===== src/rtl/ir_packet_encoder.sv =====
// rtl/ir_packet_encoder.sv - serialises a latched 4-bit car command as a pulse-coded IR packet on a modulated carrier
module ir_packet_encoder #(
    parameter int CARRIER_PERIOD = 2778,
    parameter int CARRIER_HIGH   = 1389,
    parameter int START_LEN      = 191,
    parameter int GAP_LEN        = 25,
    parameter int CARSEL_LEN     = 47,
    parameter int ASSERT_LEN     = 47,
    parameter int DEASSERT_LEN   = 22
) (
    input  logic       CLK,
    input  logic       RESET,
    input  logic [3:0] COMMAND,
    input  logic       SEND_PACKET,
    output logic       IR_LED,
    output logic       BUSY,
    output logic       PACKET_DONE
);

    // Longest segment decides the period counter width; pc never exceeds len-1.
    localparam int MAX_SG = (START_LEN > GAP_LEN) ? START_LEN : GAP_LEN;
    localparam int MAX_CA = (CARSEL_LEN > ASSERT_LEN) ? CARSEL_LEN : ASSERT_LEN;
    localparam int MAX_AB = (MAX_SG > MAX_CA) ? MAX_SG : MAX_CA;
    localparam int MAX_LEN = (MAX_AB > DEASSERT_LEN) ? MAX_AB : DEASSERT_LEN;
    localparam int PW = (MAX_LEN > 1) ? $clog2(MAX_LEN) : 1;
    localparam int CW = (CARRIER_PERIOD > 1) ? $clog2(CARRIER_PERIOD) : 1;

    localparam logic [CW-1:0] CC_LAST = CW'(CARRIER_PERIOD - 1);
    // IR_LED value for the first clock (cc = 0) of a burst period.
    localparam logic BURST0 = (CARRIER_HIGH > 0);

    typedef enum logic [2:0] {
        S_IDLE,
        S_START,
        S_GAP,
        S_CARSEL,
        S_BIT
    } state_t;

    state_t          state;
    logic [CW-1:0]   cc;
    logic [PW-1:0]   pc;
    logic [3:0]      cmd_q;
    logic [1:0]      idx;
    logic            after_bits;   // current GAP follows a BIT segment
    logic            carsel_sent;  // CARSEL already transmitted in this packet
    logic [PW-1:0]   seg_last;
    logic            in_burst;

    // Last period index of the current segment.
    always_comb begin
        seg_last = PW'(GAP_LEN - 1);
        case (state)
            S_START:  seg_last = PW'(START_LEN - 1);
            S_CARSEL: seg_last = PW'(CARSEL_LEN - 1);
            S_BIT:    seg_last = cmd_q[idx] ? PW'(ASSERT_LEN - 1) : PW'(DEASSERT_LEN - 1);
            default:  seg_last = PW'(GAP_LEN - 1);
        endcase
    end

    // Carrier is only driven during burst segments.
    always_comb begin
        in_burst = (state == S_START) || (state == S_CARSEL) || (state == S_BIT);
    end

    // Packet sequencer: carrier/period counters, segment transitions and registered outputs.
    always_ff @(posedge CLK or negedge RESET) begin
        if (!RESET) begin
            state       <= S_IDLE;
            cc          <= '0;
            pc          <= '0;
            cmd_q       <= '0;
            idx         <= '0;
            after_bits  <= 1'b0;
            carsel_sent <= 1'b0;
            IR_LED      <= 1'b0;
            BUSY        <= 1'b0;
            PACKET_DONE <= 1'b0;
        end else begin
            PACKET_DONE <= 1'b0;
            if (state == S_IDLE) begin
                if (SEND_PACKET) begin
                    cmd_q       <= COMMAND;
                    state       <= S_START;
                    cc          <= '0;
                    pc          <= '0;
                    idx         <= '0;
                    after_bits  <= 1'b0;
                    carsel_sent <= 1'b0;
                    BUSY        <= 1'b1;
                    IR_LED      <= BURST0;
                end else begin
                    IR_LED <= 1'b0;
                end
            end else if (cc == CC_LAST) begin
                cc <= '0;
                if (pc == seg_last) begin
                    pc <= '0;
                    case (state)
                        S_START: begin
                            state  <= S_GAP;
                            IR_LED <= 1'b0;
                        end
                        S_CARSEL: begin
                            state       <= S_GAP;
                            carsel_sent <= 1'b1;
                            IR_LED      <= 1'b0;
                        end
                        S_BIT: begin
                            state      <= S_GAP;
                            after_bits <= 1'b1;
                            IR_LED     <= 1'b0;
                        end
                        S_GAP: begin
                            if (after_bits && (idx == 2'd3)) begin
                                state       <= S_IDLE;
                                idx         <= '0;
                                after_bits  <= 1'b0;
                                carsel_sent <= 1'b0;
                                BUSY        <= 1'b0;
                                PACKET_DONE <= 1'b1;
                                IR_LED      <= 1'b0;
                            end else if (after_bits) begin
                                state      <= S_BIT;
                                idx        <= idx + 2'd1;
                                after_bits <= 1'b0;
                                IR_LED     <= BURST0;
                            end else if (carsel_sent) begin
                                state  <= S_BIT;
                                IR_LED <= BURST0;
                            end else begin
                                state  <= S_CARSEL;
                                IR_LED <= BURST0;
                            end
                        end
                        default: begin
                            state  <= S_IDLE;
                            BUSY   <= 1'b0;
                            IR_LED <= 1'b0;
                        end
                    endcase
                end else begin
                    pc     <= pc + PW'(1);
                    IR_LED <= in_burst && BURST0;
                end
            end else begin
                cc     <= cc + CW'(1);
                IR_LED <= in_burst && ((int'(cc) + 1) < CARRIER_HIGH);
            end
        end
    end

endmodule


===== config.mk =====
export PLATFORM = sky130hd
export DESIGN_NAME = ir_packet_encoder
export DESIGN_NICKNAME = d
export VERILOG_FILES = /design/src/rtl/ir_packet_encoder.sv
export SDC_FILE = /design/constraint.sdc
export NUM_CORES = 1
export LEC_CHECK = 0
export ABC_AREA = 1
export CORE_UTILIZATION = 65
export DETAILED_ROUTE_END_ITERATION = 7
export PLACE_DENSITY = 0.85
export SLEW_MARGIN = 20
export SYNTH_ARGS = -nofsm -noshare
export SYNTH_HDL_FRONTEND = slang
export SYNTH_SLANG_ARGS = --single-unit
export TNS_END_PERCENT = 20

===== constraint.sdc =====
create_clock -name CLK -period 3.3 [get_ports CLK]
set_clock_uncertainty 0.1 [all_clocks]
set_input_delay 0.495 -clock CLK [delete_from_list [all_inputs] [get_ports CLK]]
set_output_delay 0.495 -clock CLK [all_outputs]
set_load 0.03 [all_outputs]

==> results.md <==
- Synthesized area: approximately 2200 um^2
- Synth cell types: 26
- Starting Density: ~69%
- Vias in the first global route: 1750
- Number of flops mapped to enable cells by yosys: 0
- Net Sw Frac: between 40% and 50%
- Wire per inst: ~13 um
- Outcome: finished, final reports clean
- Synth Register Bits: 34
- Sw Pwr: about 690 uW
- IO Pins: 10
- WP data required: 3.44 ns
- GP Congestion: around 0.9
- Synthesis-to-layout area growth: 8.726%
- RSZ-0062 raised after global routing: false
- Number of synthesis warnings: 0
- Clk_lat worst skew: ~0.34 ns
- Async SR Flop Fraction: 100.0%
- WP data arrival: roughly 2.4 ns
- Fraction of the mapped netlist area in compound gates: roughly 7.9%
- Adder-cell share of the synthesized area: 2.327%
- CTS tree: done
- Internal power: between 800 and 900 uW
- H-tree levels: 2
- Register area: around 850 um^2
- Diodes inserted: 0
- Syn_nets: ~300
- Die X: 59.53 um
- Global-route wire length before repair: roughly 8000 um
- Largest area contributor in the netlist: dfrtp_1
- Post-DP Area: 2293 um^2
- Total of max-cap violations: 0
- Post-synthesis simple-gate area fraction: between 30 and 40%
- Die H: approximately 60 um
- Multi-input logic area: around 1100 um^2
- CORE AREA: around 3100 um^2
- Grt ovf: 0
- Share of cells above drive strength 1: a little under a tenth
- Period utilisation layout: 67.95%
- Main combinational cell family by area after synthesis: simple AND/OR/NAND/NOR gates
- Number of gates resized after cts: 0
- Dpl hpwl: approximately 3600 um
- Critical path startpoint category: flop
- Final setup vio count: 0
- Syn avg cell area: about 7.2 um^2
- Final #Nets: approximately 320
- Peak supply drop: around 0.36 mV
- Die ar.: 3543 um^2
- Worst hold path class: reg -> reg
- Pleak: 0.001114 uW
- Num rows: 20
- Critical path endpoint category: flop
- Clock Tree Buf Depth: 2
- Pre-antenna DRT Iters: 4
- Post-CTS Hold Fix Bufs: 0
- Mux share of post-synthesis cell area: 0%
- Synth Flop Type: dfrtp_1
- CTS root buffer: clkbuf_4
- Pins Over Slew Limit: 0
- Largest net degree at the start of global routing: 35
- Initial antenna violation count: 0
- Kind of critical path: reg -> reg
- Reg clk slew, reported paths: 0.10 ns
- Most frequent cell after synthesis: nand2_1
- Register area share after synthesis: 39.56%
- DR iter-0 viols: between 150 and 200
- Post-synth top area share: between 30% and 40%
- Xor and xnor fraction of the mapped netlist area: under 10%
- Achievable frequency: about 0.45 GHz
- Post-CTS setup buffers: 0
- Final instance area: about 2300 um^2
- Period minus WS final: between 2 and 2.5 ns
- Worst rel slew slack: 71.35%
- Cells after Synth: just under 300
- Final wirelength: 4711 um
- Final antenna-violating net count: 0
- CTS Buf Count: 5
- Vias per cell: roughly 5.5
- Slew @ Worst Pin: 0.4297 ns
- Final Hold Viols: 0
- Worst Setup Slack, final: ~1.1 ns
- Total GRT Usage: approximately 31%
- Fillers: 274
- Reg power frac: 39.8%
- Clk pwr share: 14.4%
- DP Worst Slack: roughly 1.0 ns
- Sink Count: 34
- Final setup TNS: 0 ns
- Detailed-route via count: about 2000
- Synth cell count leaders: 91 x nand2_1, 34 x dfrtp_1, 34 x inv_1, 33 x nand3_1, 27 x nor2_1
- Port buffer count: 9
- PwrDens: 639.2 nW/um^2
- Synth area leaders: dfrtp_1 40%, nand2_1 16%, nand3_1 7.7%
- Critical Path Fanout Max: 15
- Drc violations: 0
- Comb power frac: between 40% and 50%
[cells by family (layout without fill, tap and decap cells)]
| family | count (synthesis) | in the layout |
|---|---|---|
| AOI/OAI and AO/OA | 26 | 26 |
| xor gates and xnor gates | 8 | 8 |
| adders and majority gates | 4 | 4 |
| buffers and inverters | 41 | 56 |
| DFF | 34 | 34 |
| and+or+nand+nor | 185 | 185 |
[layout by cell type (no fill, tap or decap), drive strengths merged]
cell,count
ha,4
xor2,7
o21ai,14
nor2,31
nor3,8
a21oi,1
inv,39
nor4,1
dfrtp,34
clkdlybuf4s50,9
nand3b,1
xnor2,1
nand3,36
o22ai,10
buf,1
nand2,97
a32o,1
clkbuf,7
nand4,11
[stage by stage]
stage               hold slack [ns]  utilization (%)  std cells  power (uW)
floorplan                   0.09941                -        298        1108
detailed placement           0.3604            73.91        350        1283
finish                       0.3858            75.36        357        1495
CTS                          0.3833            75.36        357        1499
global route                 0.4126            75.36        357        1616
global placement             0.3607            73.91        350        1251
[cell type report]
cell class	instances	share of cell area, %
timing repair buffer	10	4.173
clock buffer	7	1.926
sequential	34	36.38
tap	44	2.354
multi-input combinational	223	48.90
inverter	39	6.260
[registers in the layout (all words and copies together) (netlist names)]
| register | cells |
|---|---|
| idx | 2 |
| cc | 12 |
| BUSY | 1 |
| PACKET_DONE | 1 |
| carsel_sent | 1 |
| state | 3 |
| cmd_q | 4 |
| pc | 8 |
| IR_LED | 1 |
| after_bits | 1 |
[path summary, 6_finish.rpt]
kind | startpoint | endpoint | slack (ns) | cells past startpoint
max | state[0] | pc[7] | 1.06 | 11
min | cmd_q[0] | cmd_q[0] | 0.39 | 2
max reg2reg | state[0] | pc[7] | 1.06 | 11
min reg2reg | cmd_q[0] | cmd_q[0] | 0.39 | 2
max in group asynchronous | RESET | idx[0] | 2.33 | 2
min in group asynchronous | RESET | cc[9] | 0.46 | 2
[worst max-delay path: stages, from the launching register on]
cell and delay, ns:
dfrtp_1 0.45, inv_1 0.11, nand2_1 0.11, nor2_4 0.16
inv_2 0.17, nor2_4 0.16, inv_2 0.09, nand2_2 0.26
inv_1 0.16, nor3_2 0.14, xor2_1 0.15, nor2_1 0.05
[metal layers]
metal	routed length [um]	up-vias	track usage (%)
met5	0	-	0
met4	74	0	10.63
met3	307	9	5.895
met2	2020	60	45.26
met1	2308	910	45.56
li1	-	1000	-
[power by group through the flow]
stage	combinational, uW	sequential (uW)	clock (uW)
6_report	684	595	216
5_1_grt	772	611	233
4_1_cts	681	595	223
3_5_place_dp	680	603	0
3_3_place_gp	656	595	0
2_1_floorplan	508	600	0
Note: power is estimated with default switching activity, not from simulation.
==> variant, RTL diff (same flow settings) <==
Reset style: synchronous (`RESET`), changed in one clocked block.
--- a/src/rtl/ir_packet_encoder.sv
+++ b/src/rtl/ir_packet_encoder.sv
@@ -64,7 +64,7 @@
     end
 
     // Packet sequencer: carrier/period counters, segment transitions and registered outputs.
-    always_ff @(posedge CLK or negedge RESET) begin
+    always_ff @(posedge CLK) begin
         if (!RESET) begin
             state       <= S_IDLE;
             cc          <= '0;
Formal check against the unedited RTL: differs if RESET is asserted again (counterexample within 4 cycles, from zero or initial values and one cycle with RESET low); with RESET held inactive, the same outputs for 10 cycles.
==> variant against the unedited design <==
- synthesized cell count is 0.34% higher
- maximum frequency is 8.5% lower
- critical endpoint is now pc[7]$_SDFFE_PN0P_
- largest power group unchanged
- worst hold slack worse by 7.4 ps
- routed wire length is 8.1% lower
- utilization is 1.5 points higher
- power is 6.5% lower
- critical path depth stayed put
- non-clock buffer count stayed put
- final area is 5.5% lower
- sequential cell count stayed put
- largest cell class unchanged
- die area is 4.9% lower
- worst setup slack worse by 210 ps
- area after synthesis is 5.1% lower
==> variant: results (changes against the unedited design) <==
* Routability cong. at 0.926 (+0.16%)
* WL per Instance at 12.3 um (-6.8%)
* Filler cells at 244 (-11%)
* Grt met1 use at 0.366 (-0.0900)
* Post-Synth Adder-Cell Area at 0.0245 (+0.00124)
* Internal reg-to-reg setup slack at 850 ps (-210 ps)
* Hold Crit Start: cmd_q[0]$_SDFFE_PN0P_
* Via density per instance at 5.50 (-0.73%)
* GR Layer Usage met2 at 0.483 (+0.0301)
* WL met1 at 2020 um (-12%)
* Max incr delay on CP at 550 ps (+100 ps)
* Critical path's slowest cell: dfxtp_1
* Met3 GRT Util at 0.0781 (+0.0192)
* Post-synthesis xor/xnor area fraction at 0.0343 (+0.00174)
* CP Data Arrival Time at 2630 ps (+250 ps)
* Placed cell area at 0.00215 mm^2 (-6.3%)
* DP Wirelength at 3200 um (-11%)
* Inst Count DP at 344 (-1.7%)
* CP max FO at 19 (+4)
* Synth cell count leaders: nand2_1 (65), dfxtp_1 (34), a21oi_1 (31), nand3_1 (31), nor2_1 (28)
* Core Box Area at 0.00288 mm^2 (-7.3%)
* PD cells at 633 mW/mm^2 (-1.0%)
* Vias in the first global route at 1,697 (-3.0%)
* DR WL met3 at 169 um (-45%)
* Layout net count at 320 (-1.2%)
* Cell internal pwr at 0.771 mW (-3.9%)
* Avg Cell Area, Syn at 6.83 um^2 (-5.4%)
* Post-Route Utilization at 0.768 (+0.0145)
* 1st-iter DRT viols at 102 (-37%)
* Largest net degree at the start of global routing at 24 (-31%)
* Worst r2r dst: pc[7]$_SDFFE_PN0P_
* Peak VDD IR at 490 uV (+35%)
* Layout cells sized above 1 at 0.113 (+0.0203)
* Status: finished clean
* Hold path endpoint: cmd_q[0]$_SDFFE_PN0P_
* Top post-synthesis cells by area: dfxtp_1 (33%), nand2_1 (12%), a21oi_1 (7.6%)
* H-tree levels at 2 (unchanged)
* Post-Syn Nets at 310 (+0.32%)
* First-pass GRT wire length at 7420 um (-6.9%)
* P_leak at 0.853 nW (-23%)
* Gr busiest metal: met2
* Sequential area share after synthesis at 0.333 (-0.0622)
* Netlist cell types at 33 (+27%)
* FFs w/ async S/R, synth at 0 (-1.00)
* Ys flop type: dfxtp_1
* Reg2reg start: state[0]$_SDFFE_PN0P_
* Sequential cell power at 0.527 mW (-11%)
* GRT Overall Usage at 0.291 (-0.0181)
variant: cell types whose count changed in the layout (fill, tap and decap cells not counted), moves of 3 or more:
| cell | unedited run | this run |
|---|---|---|
| dfrtp_1 | 34 | 0 |
| or2_2 | 0 | 3 |
| o21ai_0 | 10 | 13 |
| o22ai_1 | 10 | 1 |
| dfxtp_1 | 0 | 34 |
| a21oi_1 | 0 | 31 |
| nand2_1 | 91 | 65 |
| inv_1 | 34 | 27 |
variant: metrics by stage:
stage	hold WS, ps	setup slack (ps)
final	378	850
after global routing	400	587
after floorplan	335	1470
after CTS	373	883
after global placement	349	944
after detailed placement	357	904
variant: worst min-delay path: cells and delay by family, from the launching register on:
family             cells  cell delay, ps
and+or+nand+nor        1              60
DFF                    1             330
AOI/OAI and AO/OA      1              50
variant: final cells by class:
| cell class | instances | share of cell area |
|---|---|---|
| Multi-Input combinational cell | 225 | 0.541 |
| Sequential cell | 34 | 0.308 |
| Inverter | 33 | 0.0561 |
| Timing Repair Buffer | 10 | 0.0442 |
| Clock buffer | 7 | 0.0249 |
| Tap cell | 42 | 0.0238 |
| Clock inverter | 1 | 0.00227 |
variant: worst max path at each step:
stage / startpoint / to / slack (ps) / cells past startpoint
2_1_floorplan: cc[0]$_SDFFE_PN0P_ / pc[6]$_SDFFE_PN0P_ / 1470 / 11
3_5_place_dp: state[0]$_SDFFE_PN0P_ / carsel_sent$_SDFFE_PN0P_ / 900 / 10
5_1_grt: state[0]$_SDFFE_PN0P_ / pc[7]$_SDFFE_PN0P_ / 590 / 11
3_3_place_gp: SEND_PACKET / idx[1]$_SDFFE_PN0P_ / 940 / 7
4_1_cts: state[0]$_SDFFE_PN0P_ / carsel_sent$_SDFFE_PN0P_ / 880 / 10
6_report: state[0]$_SDFFE_PN0P_ / pc[7]$_SDFFE_PN0P_ / 850 / 11
